`config.mk`:
```
export PLATFORM = sky130hd
export DESIGN_NAME = vga_timing_gen
export DESIGN_NICKNAME = d
export VERILOG_FILES = /design/src/rtl/vga_pkg.sv /design/src/rtl/vga_axis_counter.sv /design/src/rtl/vga_timing_gen.sv
export SDC_FILE = /design/constraint.sdc
export NUM_CORES = 1
export LEC_CHECK = 0
export ABC_AREA = 1
export BUFFER_PORTS_ARGS = -buffer_cell sky130_fd_sc_hd__buf_4
export CAP_MARGIN = 0
export CELL_PAD_IN_SITES_DETAIL_PLACEMENT = 1
export CELL_PAD_IN_SITES_GLOBAL_PLACEMENT = 1
export CORE_MARGIN = 2
export CORE_UTILIZATION = 41
export DETAILED_ROUTE_END_ITERATION = 6
export GPL_ROUTABILITY_DRIVEN = 1
export PLACE_DENSITY_LB_ADDON = 0.1
export SETUP_SLACK_MARGIN = 0.3
export SYNTH_ARGS = -nofsm -noshare
export SYNTH_HDL_FRONTEND = slang
export SYNTH_SLANG_ARGS = --single-unit
```
`constraint.sdc`:
```
create_clock -name clk -period 1.9 [get_ports clk]
set_clock_uncertainty 0.15 [all_clocks]
set_input_delay 0.38 -clock clk [delete_from_list [all_inputs] [get_ports clk]]
set_output_delay 0.38 -clock clk [all_outputs]
set_load 0.01 [all_outputs]
```
`src/rtl/vga_pkg.sv`:
```
// Shared VGA timing constants (640x480@60 defaults) and sizing helpers
// used by the timing generator and its per-axis counter.
package vga_pkg;

    localparam int DEF_H_ACTIVE = 640;
    localparam int DEF_H_FPORCH = 16;
    localparam int DEF_H_SYNC   = 96;
    localparam int DEF_H_BPORCH = 48;
    localparam int DEF_V_ACTIVE = 480;
    localparam int DEF_V_FPORCH = 10;
    localparam int DEF_V_SYNC   = 2;
    localparam int DEF_V_BPORCH = 33;
    localparam int DEF_X_ROLL   = 20;
    localparam int DEF_Y_ROLL   = 30;

    function automatic int axis_total(input int active, input int fporch,
                                      input int sync, input int bporch);
        return active + fporch + sync + bporch;
    endfunction

    // Minimum width of one bit, so degenerate sizes still give legal vectors
    function automatic int field_width(input int n);
        return (n < 2) ? 1 : $clog2(n);
    endfunction

    function automatic int tile_count(input int total, input int roll);
        return (roll < 1) ? total : (total + roll - 1) / roll;
    endfunction

endpackage

```
`src/rtl/vga_axis_counter.sv`:
```
// One timing axis: position counter with tile/offset split and a registered
// sync window. Used once for pixels and once for lines.
module vga_axis_counter import vga_pkg::*; #(
    parameter int TOTAL      = 800,
    parameter int ROLL       = 20,
    parameter int SYNC_START = 656,
    parameter int SYNC_LEN   = 96,
    parameter bit SYNC_POS   = 1'b0,
    localparam int CW = field_width(TOTAL),
    localparam int HW = field_width(tile_count(TOTAL, ROLL)),
    localparam int LW = field_width(ROLL)
) (
    input  logic          clk,
    input  logic          rst,
    input  logic          en,
    input  logic          step,
    output logic [CW-1:0] cnt,
    output logic [HW-1:0] hi,
    output logic [LW-1:0] lo,
    output logic          last,
    output logic          sync
);

    localparam logic [CW-1:0] CNT_LAST   = CW'(TOTAL - 1);
    localparam logic [CW-1:0] SYNC_FIRST = CW'(SYNC_START);
    localparam logic [CW-1:0] SYNC_END   = CW'(SYNC_START + SYNC_LEN);
    localparam logic [LW-1:0] LO_LAST    = LW'(ROLL - 1);
    localparam logic          ACTIVE_LVL = SYNC_POS;

    logic in_window;

    assign last      = (cnt == CNT_LAST);
    assign in_window = (cnt >= SYNC_FIRST) && (cnt < SYNC_END);

    // Counter wrap clears the tile split too, even mid-tile; sync follows en
    // rather than step so it always lags the counter by one enabled cycle.
    always_ff @(posedge clk or posedge rst) begin
        if (rst) begin
            cnt  <= '0;
            hi   <= '0;
            lo   <= '0;
            sync <= ~ACTIVE_LVL;
        end else begin
            if (step) begin
                if (last) begin
                    cnt <= '0;
                    hi  <= '0;
                    lo  <= '0;
                end else begin
                    cnt <= cnt + CW'(1);
                    if (lo == LO_LAST) begin
                        lo <= '0;
                        hi <= hi + HW'(1);
                    end else begin
                        lo <= lo + LW'(1);
                    end
                end
            end
            if (en) begin
                sync <= in_window ? ACTIVE_LVL : ~ACTIVE_LVL;
            end
        end
    end

endmodule

```
`src/rtl/vga_timing_gen.sv`:
```
// VGA raster timing generator: pixel/line counters with tile indices, sync
// outputs, blanking, line/frame start pulses and a sticky vblank interrupt.
module vga_timing_gen import vga_pkg::*; #(
    parameter int H_ACTIVE  = DEF_H_ACTIVE,
    parameter int H_FPORCH  = DEF_H_FPORCH,
    parameter int H_SYNC    = DEF_H_SYNC,
    parameter int H_BPORCH  = DEF_H_BPORCH,
    parameter int V_ACTIVE  = DEF_V_ACTIVE,
    parameter int V_FPORCH  = DEF_V_FPORCH,
    parameter int V_SYNC    = DEF_V_SYNC,
    parameter int V_BPORCH  = DEF_V_BPORCH,
    parameter int HSYNC_POS = 0,
    parameter int VSYNC_POS = 0,
    parameter int X_ROLL    = DEF_X_ROLL,
    parameter int Y_ROLL    = DEF_Y_ROLL,
    localparam int H_TOTAL = axis_total(H_ACTIVE, H_FPORCH, H_SYNC, H_BPORCH),
    localparam int V_TOTAL = axis_total(V_ACTIVE, V_FPORCH, V_SYNC, V_BPORCH),
    localparam int XW  = field_width(H_TOTAL),
    localparam int YW  = field_width(V_TOTAL),
    localparam int XHW = field_width(tile_count(H_TOTAL, X_ROLL)),
    localparam int XLW = field_width(X_ROLL),
    localparam int YHW = field_width(tile_count(V_TOTAL, Y_ROLL)),
    localparam int YLW = field_width(Y_ROLL)
) (
    input  logic           clk,
    input  logic           rst,
    input  logic           en,
    input  logic           irq_clr,
    output logic [XW-1:0]  x,
    output logic [YW-1:0]  y,
    output logic [XHW-1:0] x_hi,
    output logic [XLW-1:0] x_lo,
    output logic [YHW-1:0] y_hi,
    output logic [YLW-1:0] y_lo,
    output logic           hsync,
    output logic           vsync,
    output logic           blank,
    output logic           line_start,
    output logic           frame_start,
    output logic           vblank_irq
);

    generate
        if (H_ACTIVE < 1 || H_FPORCH < 1 || H_SYNC < 1 || H_BPORCH < 1 ||
            V_ACTIVE < 1 || V_FPORCH < 1 || V_SYNC < 1 || V_BPORCH < 1 ||
            X_ROLL < 1 || Y_ROLL < 1) begin : g_bad_params
            $error("vga_timing_gen: timing fields and roll sizes must all be >= 1");
        end
    endgenerate

    localparam logic [XW-1:0] H_ACTIVE_C = XW'(H_ACTIVE);
    localparam logic [YW-1:0] V_ACTIVE_C = YW'(V_ACTIVE);

    logic x_last;
    logic y_last;
    logic vblank_set;

    vga_axis_counter #(
        .TOTAL      (H_TOTAL),
        .ROLL       (X_ROLL),
        .SYNC_START (H_ACTIVE + H_FPORCH),
        .SYNC_LEN   (H_SYNC),
        .SYNC_POS   (HSYNC_POS != 0)
    ) u_h_axis (
        .clk  (clk),
        .rst  (rst),
        .en   (en),
        .step (en),
        .cnt  (x),
        .hi   (x_hi),
        .lo   (x_lo),
        .last (x_last),
        .sync (hsync)
    );

    vga_axis_counter #(
        .TOTAL      (V_TOTAL),
        .ROLL       (Y_ROLL),
        .SYNC_START (V_ACTIVE + V_FPORCH),
        .SYNC_LEN   (V_SYNC),
        .SYNC_POS   (VSYNC_POS != 0)
    ) u_v_axis (
        .clk  (clk),
        .rst  (rst),
        .en   (en),
        .step (en & x_last),
        .cnt  (y),
        .hi   (y_hi),
        .lo   (y_lo),
        .last (y_last),
        .sync (vsync)
    );

    assign blank      = (x >= H_ACTIVE_C) || (y >= V_ACTIVE_C);
    assign vblank_set = en && (x == '0) && (y == V_ACTIVE_C);

    // Pulses are recomputed every cycle so en=0 forces them low; a new vblank
    // takes priority over a simultaneous clear.
    always_ff @(posedge clk or posedge rst) begin
        if (rst) begin
            line_start  <= 1'b0;
            frame_start <= 1'b0;
            vblank_irq  <= 1'b0;
        end else begin
            line_start  <= en & x_last;
            frame_start <= en & x_last & y_last;
            vblank_irq  <= vblank_set | (vblank_irq & ~irq_clr);
        end
    end

endmodule

```
Yosys cells after proc, flatten, opt, wreduce, memory -nomap -nowiden
Index checks and enable logic that the tools add are counted.

Flip-flop bits (word level): 46. Bits of input ports: 4. Output and inout bits: 47. Logic and storage cells: 55.

$add $sub $neg: 6. Order comparisons: 6. Eq/ne operators: 5. Multiplexer cells: 12. Bitwise operators: 5. Reduce and logical (&&, ||, !) cells: 10.

Operator list (count): 2-to-1 mux 5 bit (6); adder 10 x 1 -> 10 bit (second input constant) (2); == test 10 bit (second input constant) (2); greater-or-equal comparator 10 bit (second input constant) (2); greater-or-equal comparator 10 x 9 -> 1 bit (second input constant) (2); 2-to-1 mux 10 bit (2); adder 5 x 1 -> 5 bit (second input constant) (3); 2-to-1 mux 6 bit (2); == test 10 x 9 -> 1 bit (second input constant) (1); == test 5 bit (second input constant) (2); zero test 10 bit (1); < comparator 10 bit (second input constant) (1); < comparator 10 x 9 -> 1 bit (second input constant) (1); adder 6 x 1 -> 6 bit (second input constant) (1); logical AND 1 bit (4); AND reduction 2 bit (2); nonzero test 2 bit (2); AND 1 bit (3); 2-to-1 mux 1 bit (2); logical OR 1 bit (1); NOT 1 bit (1); bitwise OR 1 bit (1).

Longest topological paths before layout
Gate-level depths: netlist of the first run.

Depth after elaboration: 4. Depth in mapped cells: 9. Gate-level depth less buffers: 9.

Hierarchy
Synthesis of the first run repeated with hierarchy kept, for this count alone.

Cell total of the unflattened synthesis: 357. Area, all modules: 2770.2 µm².

By module, submodules not included: vga_axis_counter (u_h_axis) (instances 1, cells an instance 166, area an instance 1300.0 µm², seq. area each 551.8 µm²); vga_axis_counter (u_v_axis) (instances 1, cells an instance 158, area an instance 1268.7 µm², seq. area each 526.8 µm²); vga_timing_gen (instances 1, cells an instance 33, area an instance 201.4 µm², seq. area each 75.1 µm²).

Worst setup path before layout of the first run
Ideal clock, no wire load.

Path kind: register -> register. From: register u_v_axis.cnt[0]. To: register u_v_axis.hi[2]. Library setup time: 118 ps. Arrival time: 1391 ps. Required time: 1632 ps. Path slack: 240 ps. Stages on the path, launching flop included: 10. Buffers on the path: 0. Period minus slack after synthesis: 1660 ps. Cell sequence: dfrtp_1 inv_1 ha_1 nand2_1 nor2_2 nand2_2 nand2_2 nand2_2 nand2_1 nand2_1.

Cells in the longest elaborated chain, start to end: 3. Elaborated cells on any way between the ends: 4. Those cells by class: 1 x eq/ne; 1 x mux; 2 x reduce/logical.

RTL lines: start, declared (RTL line vga_axis_counter.sv:17) `output logic [CW-1:0] cnt,`; start signal, assigned (RTL line vga_axis_counter.sv:50) `cnt <= cnt + CW'(1);`; == test 10 bit * (RTL line vga_axis_counter.sv:32) `assign last = (cnt == CNT_LAST);`; nonzero test 2 bit (no source line); AND reduction 2 bit (no source line); end signal, assigned (RTL line vga_axis_counter.sv:53) `hi <= hi + HW'(1);`; end, declared (RTL line vga_axis_counter.sv:18) `output logic [HW-1:0] hi,`.

Every way passes the cells marked *; elsewhere a longest branch is shown, timed or not. A chain may end at the register's enable or synchronous reset.

Worst setup path in the final report of the first run
From: register u_h_axis.cnt[9]. To: output port blank.

Cells in the longest elaborated chain, start to end: 2.

RTL lines: start, declared (RTL line vga_axis_counter.sv:17); start signal, assigned (RTL line vga_axis_counter.sv:50); greater-or-equal comparator 10 bit (RTL line vga_timing_gen.sv:94) `assign blank = (x >= H_ACTIVE_C) || (y >= V_ACTIVE_C);`; logical OR 1 bit (RTL line vga_timing_gen.sv:94); end, declared (RTL line vga_timing_gen.sv:37) `output logic blank,`.

No other way between the ends.

==> reports/summary.log, run 1 <==
qor: die.row_count 29
qor: sta.setup_repair_after_global_routing_missed_its_margin yes
qor: global_route.grt_use_total 0.2376
qor: drt.routed_wl 9682 um
qor: clocking.cts_num_sinks 46
qor: yosys.number_of_synthesized_flops_with_an_enable_pin 0
qor: worst_setup_path.cp.buffers_inverters 2
qor: yosys.yosysWarningCount 0
qor: global_route.grt_overflow 0
qor: worst_setup_path.crit_fanout 4
qor: sta.timing.final.crit_period 1760 ps
qor: place.placed_area 3356 um2
qor: worst_setup_path.worstPathCellList buf_6, nand2_2, nand4_1, buf_4
qor: yosys.synthSimpleGateAreaFrac 0.3284
qor: clocking.clock_insertion_delay_worst_skew 310 ps
qor: sta.final_sum_of_negative_setup_slack 0 ps
qor: clocking.cts_htree_levels 2
qor: pwr.p_total 3.759 mW
qor: worst_setup_path.cp_top_family flip-flops
qor: die.i_o_pins 51
qor: sta.whs 73.97 ps
qor: yosys.synth.area.top_cells dfrtp_1 (40%), nand2_1 (11%), nand3_1 (6.1%)
qor: yosys.yosys.area.top_type_share 0.3964
qor: sta.final.period_utilization 0.9263
qor: final_layout.antenna-diode-count 0
qor: drt.post_drt_wl_per_cell 18.34 um
qor: clocking.tritoncts done
qor: drt.viasPerCell 5.441
qor: yosys.ys_top_cells_by_count nand2_1 (80), dfrtp_1 (44), inv_1 (39)
qor: yosys.synthMuxAreaShare 0
qor: pwr.internal_power 2.290 mW
qor: die.die_x 86.31 um
qor: yosys.postSynthCellCount 347
qor: die.start_util 0.4301
qor: global_route.grt_max_degree 47
qor: yosys.synth_top_family_by_area simple AND/OR/NAND/NOR gates
qor: yosys.synthDominantAreaCellType dfrtp_1
qor: final_layout.final_nets 464
qor: yosys.post-synth-top-count-cell nand2_1
qor: worst_setup_path.critPathKind reg2out
qor: drt.drcViolationCount 0
qor: yosys.yosys.area_share.adder 0.04505
qor: pwr.clkPwrFrac 0.201
qor: yosys.postSynth.topFlopCell dfrtp_1
qor: final_layout.final.fill_count 766
qor: worst_setup_path.cp_data_required_time 1370 ps
qor: yosys.syn_area_per_cell 8.005 um2
qor: drt.route.antenna.remaining_nets 0
qor: hold_path.timing.hold.worst.class in2reg
qor: final_layout.areaGrowthSynthToFinish 45.90%
qor: clocking.cts_buffers 5
qor: worst_setup_path.setup.worst_path.start_class flip-flop
qor: job.timing.max_cap.violations 0
qor: worst_setup_path.crit_path_end_kind primary output
qor: place.placed_wire_length_estimate 5680 um
qor: pwr.pwr_density_cell 927.6 nW/um2
qor: yosys.synthXorXnorAreaFrac 0.04414
qor: final_layout.drive_gt1_frac 0.4279
qor: global_route.grt_first_pass_wirelength 13960 um
qor: clocking.cts.clk_slew.worst_paths 90 ps
qor: final_layout.post_layout_inst_area 4053 um2
qor: yosys.postSynthNetCount 361
qor: pwr.power_frac_seq 0.362
qor: outcome.outcome finished clean
qor: die.area_inside_the_core_boundary 6459 um2
qor: yosys.post_synthesis_compound_gate_area_fraction 0.08243
qor: pwr.power.share.switching 0.3907
qor: die.die_area 7449 um2
qor: final_layout.end_of_flow_core_utilization 0.6275
qor: clocking.clockRootBuffer clkbuf_8
qor: worst_setup_path.cp_slowest_cell dfrtp_1
qor: drt.drtPass1Iterations 4
qor: yosys.postSynthRegisterBits 46
qor: yosys.syn_area 2778 um2
qor: sta.timing.slew.headroom 0.7710
qor: sta.maxSlewViolCount 0
qor: place.io_buffers 50
qor: pwr.netSwitchingPower 1.469 mW
qor: die.fp.dieH 86.31 um
qor: clocking.clock_path_buffers 2
qor: sta.max_clock_freq 568.2 MHz
qor: worst_setup_path.critical_path_arrival 1230 ps
qor: yosys.async_flop_share 1.000
qor: drt.routed-via-count 2873
qor: yosys.synth_cell_types 34
qor: global_route.initial_antenna_violation_count 0
qor: place.routabilityCongestion 0.8495
qor: pwr.power.leakage 2.028 nW
qor: global_route.grt_pass1_vias 2859
qor: sta.report.final.setup_viol 0
qor: sta.timing_hold_violations_final 0
qor: drt.detailedRoute.firstIterationViolations 95
qor: pwr.irDropWorstVdd 0.5775 mV
qor: pwr.combPwrFrac 0.437
qor: sta.worstMarginPinSlew 342.2 ps
qor: yosys.sequential_cell_area_fraction_in_the_yosys_report 0.4153
qor: worst_setup_path.biggest_cell_delay_along_the_critical_path 400 ps
cell usage in the layout (no fill, tap or decap), types with 3 or more instances in the layout:
cell and n:
o21ai_0 9, nand3_2 8, nor4_1 3, inv_4 4
nor2_4 6, inv_2 9, xor2_1 11, nand2_4 11
nand3_1 29, o21ai_1 8, o21ai_2 11, buf_12 3
dfrtp_2 4, dfrtp_1 40, inv_1 29, ha_1 7
buf_6 10, buf_4 88, a21oi_1 6, nor3_1 4
nand4_1 16, clkbuf_8 5, nand2_1 62, nand2_2 14
nor2_1 24
power groups by stage:
stage | logic (mW) | clock network, mW | registers [mW]
2_1_floorplan | 0.612 | 0 | 1.45
3_3_place_gp | 1.19 | 0 | 1.38
3_5_place_dp | 1.24 | 0 | 1.39
4_1_cts | 1.42 | 0.763 | 1.35
5_1_grt | 1.78 | 0.793 | 1.39
6_report | 1.64 | 0.757 | 1.36
final timing paths:
kind	cells after the start	endpoint	from	slack (ps)
worst max-delay path	4	blank	u_h_axis.cnt[9]	140
worst min-delay path	2	vblank_irq	irq_clr	70
worst max register to register	9	u_v_axis.lo[3]	u_h_axis.cnt[1]	180
worst min register to register	2	vblank_irq	vblank_irq	380
max in group asynchronous	4	u_v_axis.sync	rst	790
min in group asynchronous	4	vblank_irq	rst	540
final cells by class:
cell class | instances | area, um2 | share of cell area
Clock inverter | 1 | 30.03 | 0.007410
Clock buffer | 7 | 76.32 | 0.01883
Sequential cell | 46 | 1159 | 0.2859
Inverter | 44 | 186.4 | 0.04600
Timing Repair Buffer | 103 | 870.8 | 0.2149
Tap cell | 77 | 96.34 | 0.02377
Multi-Input combinational cell | 250 | 1634 | 0.4032
sequential cells by signal, summed over array words and instances, names as in the netlist:
name	cells
u_v_axis.cnt	10
frame_start	1
u_v_axis.hi	5
u_h_axis.cnt	10
u_h_axis.lo	5
line_start	1
u_v_axis.sync	1
u_v_axis.lo	5
u_h_axis.sync	1
vblank_irq	1
u_h_axis.hi	6
metal layers:
layer  GRT usage  share of wire
met1      0.3032           0.43
met2      0.4214           0.52
met3     0.03143          0.033
met4     0.06818          0.020
met5           0              0
per-stage QoR:
step	std cells	setup WS (ps)
floorplan	347	306.1
global placement	485	210.7
detailed placement	485	146.2
CTS	516	161.4
global route	528	91.65
finish	528	140.0
cell families (layout without fill, tap and decap cells):
family | Yosys count | in the layout
XOR/XNOR | 14 | 14
buffers and inverters | 52 | 155
adder cells (fa/ha/maj) | 10 | 10
AND/OR/NAND/NOR | 187 | 188
AO/OA/AOI/OAI | 38 | 38
flip-flops | 46 | 46
repair_timing:
item	CTS	global route
resized for setup	33	56
endpoints found under the setup margin	31	34
hold buffers	1	0
buffers inserted	21	11
hold endpoints to repair	44	0
pin swaps	13	22
cloned	1	1
Note: power is estimated with default switching activity, not from simulation.
==> run 2: changes to the inputs <==
--- a/config.mk
+++ b/config.mk
@@ -10,7 +10,6 @@
 export CAP_MARGIN = 0
 export CELL_PAD_IN_SITES_DETAIL_PLACEMENT = 1
 export CELL_PAD_IN_SITES_GLOBAL_PLACEMENT = 1
-export CORE_MARGIN = 2
 export CORE_UTILIZATION = 41
 export DETAILED_ROUTE_END_ITERATION = 6
 export GPL_ROUTABILITY_DRIVEN = 1
==> run 2 against run 1 <==
  * The flow now finishes with violations (DRC)
  * Register-to-register slack about the same
  * Routed wire length down 3.0%
  * Total power up 3.9%
  * First-iteration DRC count up 87%
  * Maximum frequency increased by 1.2%
  * Via count grew 0.87%
  * Global-route usage up 2.1 points
  * Utilization decreased by 0.93 points
  * Non-clock buffer count fell by 3
  * Critical path depth unchanged
  * Critical path type unchanged
  * Largest power group unchanged
  * Highest routed layer unchanged
==> reports/summary.log, run 2 (same netlist as run 1, synthesis figures left out) <==
qor: outcome.outcome finished with violations [was finished clean]
qor: outcome.violations_in_the_final_reports DRC
qor: final_layout.drive_gt1_frac 0.3987 [was 0.4279]
qor: die.start_util 0.4301 [unchanged]
qor: global_route.grt_use_total 0.2582 [was 0.2376]
qor: global_route.grt_overflow 0 [unchanged]
qor: clocking.tritoncts done [unchanged]
qor: pwr.clkPwrFrac 0.237 [was 0.201]
qor: pwr.combPwrFrac 0.412 [was 0.437]
qor: clocking.cts_num_sinks 46 [unchanged]
qor: worst_setup_path.worstPathCellList buf_6, nand2_4, nand4_1, buf_4 [was buf_6, nand2_2, nand4_1, buf_4]
qor: pwr.power.leakage 2.023 nW [was 2.028 nW]
qor: die.fp.dieH 84.31 um [was 86.31 um]
qor: pwr.power_frac_seq 0.351 [was 0.362]
qor: sta.post-route-worst-setup-slack 161.2 ps [was 140.0 ps]
qor: place.routabilityCongestion 0.8323 [was 0.8495]
qor: drt.viasPerCell 5.510 [was 5.441]
qor: drt.routed-via-count 2898 [was 2873]
qor: worst_setup_path.crit-reg2reg-capture u_v_axis.lo[4] [was u_v_axis.lo[3]]
qor: hold_path.hold_end vblank_irq [unchanged]
qor: drt.post_drt_wl_per_cell 17.86 um [was 18.34 um]
qor: sta.timing.final.crit_period 1739 ps [was 1760 ps]
qor: final_layout.final_nets 462 [was 464]
qor: sta.timing_hold_violations_final 0 [unchanged]
qor: sta.maxSlewViolCount 0 [unchanged]
qor: worst_setup_path.crit_fanout 2 [was 4]
qor: clocking.clockRootBuffer clkbuf_8 [unchanged]
qor: pwr.netSwitchingPower 1.459 mW [was 1.469 mW]
qor: final_layout.most_common_library_cell_in_the_layout_ignoring_fill_and_taps buf_4 [unchanged]
qor: hold_path.min-delay-start irq_clr [unchanged]
qor: worst_setup_path.cp_slowest_cell dfrtp_1 [unchanged]
qor: global_route.grt_first_pass_wirelength 14490 um [was 13960 um]
qor: sta.timing.slew.headroom 0.6802 [was 0.7710]
qor: worst_setup_path.timing.critical_path.depth 4 [unchanged]
qor: clocking.clock_insertion_delay_worst_skew 310 ps [about the same]
qor: sta.final.period_utilization 0.9151 [was 0.9263]
qor: place.detailedPlace.worstSlack 57.47 ps [was 146.2 ps]
qor: place.io_buffers 50 [unchanged]
qor: global_route.grt_pass1_vias 2965 [was 2859]
qor: job.timing.max_cap.violations 0 [unchanged]
qor: sta.whs 79.45 ps [was 73.97 ps]
qor: sta.final_sum_of_negative_setup_slack 0 ps [unchanged]
qor: worst_setup_path.critPathKind reg2out [unchanged]
qor: clocking.cts.clk_slew.worst_paths 90 ps [about the same]
qor: pwr.pwr_density_cell 978.6 nW/um2 [was 927.6 nW/um2]
qor: final_layout.most-common-layout-cells buf_4 (82), nand2_1 (68), dfrtp_1 (42) [was buf_4 (88), nand2_1 (62), dfrtp_1 (40)]
qor: worst_setup_path.cp.buffers_inverters 2 [unchanged]
qor: worst_setup_path.crit_path_end_kind primary output [unchanged]
qor: drt.detailedRoute.firstIterationViolations 178 [was 95]
qor: final_layout.areaGrowthSynthToFinish 43.74% [was 45.90%]
qor: die.die_x 84.31 um [was 86.31 um]
qor: drt.drcViolationCount 1 [was 0]
qor: worst_setup_path.biggest_cell_delay_along_the_critical_path 410 ps [was 400 ps]
qor: pwr.irDropWorstVdd 0.4990 mV [was 0.5775 mV]
qor: clocking.cts_buffers 5 [unchanged]
qor: worst_setup_path.timing.rr.start u_h_axis.cnt[0] [was u_h_axis.cnt[1]]
qor: pwr.internal_power 2.448 mW [was 2.290 mW]
qor: pwr.power.share.switching 0.3734 [was 0.3907]
qor: final_layout.largest_registers u_h_axis.cnt: 10 flops, u_v_axis.cnt: 10 flops, u_h_axis.hi: 6 flops [unchanged]
qor: place.placed_wire_length_estimate 5693 um [was 5680 um]
qor: worst_setup_path.reg2reg_slack 180 ps [about the same]
qor: sta.report.final.setup_viol 0 [unchanged]
qor: drt.drtPass1Iterations 6 [was 4]
qor: worst_setup_path.critical_path_arrival 1210 ps [was 1230 ps]
qor: die.die_area 7108 um2 [was 7449 um2]
qor: clocking.cts_htree_levels 2 [unchanged]
qor: pwr.p_total 3.907 mW [was 3.759 mW]
qor: global_route.initial_antenna_violation_count 0 [unchanged]
qor: worst_setup_path.setup.worst_path.start_class flip-flop [unchanged]
qor: sta.setup_repair_after_global_routing_missed_its_margin yes [unchanged]
qor: die.row_count 29 [unchanged]
qor: sta.worstMarginPinSlew 478.0 ps [was 342.2 ps]
qor: sta.max_clock_freq 575.1 MHz [was 568.2 MHz]
qor: worst_setup_path.rr_worst_depth 9 [unchanged]
qor: drt.routed_wl 9396 um [was 9682 um]
qor: global_route.grt_max_degree 29 [was 47]
qor: die.i_o_pins 51 [unchanged]
qor: hold_path.timing.hold.worst.class in2reg [unchanged]
qor: hold_path.hold_path_depth 2 [unchanged]
qor: die.area_inside_the_core_boundary 6459 um2 [unchanged]
qor: clocking.clock_path_buffers 2 [unchanged]
qor: final_layout.antenna-diode-count 0 [unchanged]
qor: drt.route.antenna.remaining_nets 0 [unchanged]
qor: worst_setup_path.cp_top_family flip-flops [unchanged]
qor: worst_setup_path.cp_data_required_time 1370 ps [about the same]
[run 2: changes by cell type in the layout (fill, tap and decap cells not counted), moves of 4 or more]
cell	delta
buf_6	+4
buf_4	-6
nand2_1	+6
nand2_4	-6
[run 2: worst max path at each step]
stage / from / end / slack, ps
global placement: u_h_axis.cnt[0] / u_v_axis.cnt[5] / 100
global route: u_v_axis.cnt[8] / u_v_axis.hi[4] / 60
floorplan: u_v_axis.cnt[0] / u_v_axis.hi[2] / 310
CTS: u_v_axis.cnt[6] / blank / 180
finish: u_h_axis.cnt[9] / blank / 160
detailed placement: u_h_axis.cnt[0] / u_v_axis.cnt[8] / 60
[run 2: area by class of cell]
class / instances / area [um2]
multi-input cells: 251 / 1583
inverters: 44 / 176.4
fillers: 765 / 2466
flip-flops and latches: 46 / 1156
clock buffers: 6 / 82.58
clock inverters: 2 / 60.06
well taps: 77 / 96.34
repair buffers: 100 / 838.3
[run 2: what timing repair did]
action                                 CTS  global route
gates resized for setup                 27            40
hold buffers                             1             0
pin swaps                                6            14
cloned                                   1             1
endpoints found under the hold margin   18             0
setup endpoints to repair               34            41
setup buffers                           18            12
[run 2: per-layer routing]
metal / GRT usage / part of all wire / up-vias / routed length [um]
li1: - / - / 1341 / -
met1: 0.3352 / 0.43 / 1464 / 4072
met2: 0.4344 / 0.51 / 77 / 4758
met3: 0.03933 / 0.040 / 16 / 373
met4: 0.1003 / 0.020 / 0 / 192
met5: 0 / 0 / - / 0
[run 2: power groups by stage]
stage	Combinational, mW	Sequential, mW	Clock, mW
2_1_floorplan	0.612	1.45	0
3_3_place_gp	1.20	1.37	0
3_5_place_dp	1.24	1.38	0
4_1_cts	1.38	1.36	0.938
5_1_grt	1.74	1.40	0.960
6_report	1.61	1.37	0.927
[run 2: through the flow]
step	area, um2	util	instances
6_report	3993	0.6182	526
4_1_cts	3731	0.5777	513
2_1_floorplan	2786	-	347
5_1_grt	3993	0.6182	526
3_3_place_gp	3343	0.5176	485
3_5_place_dp	3343	0.5176	485
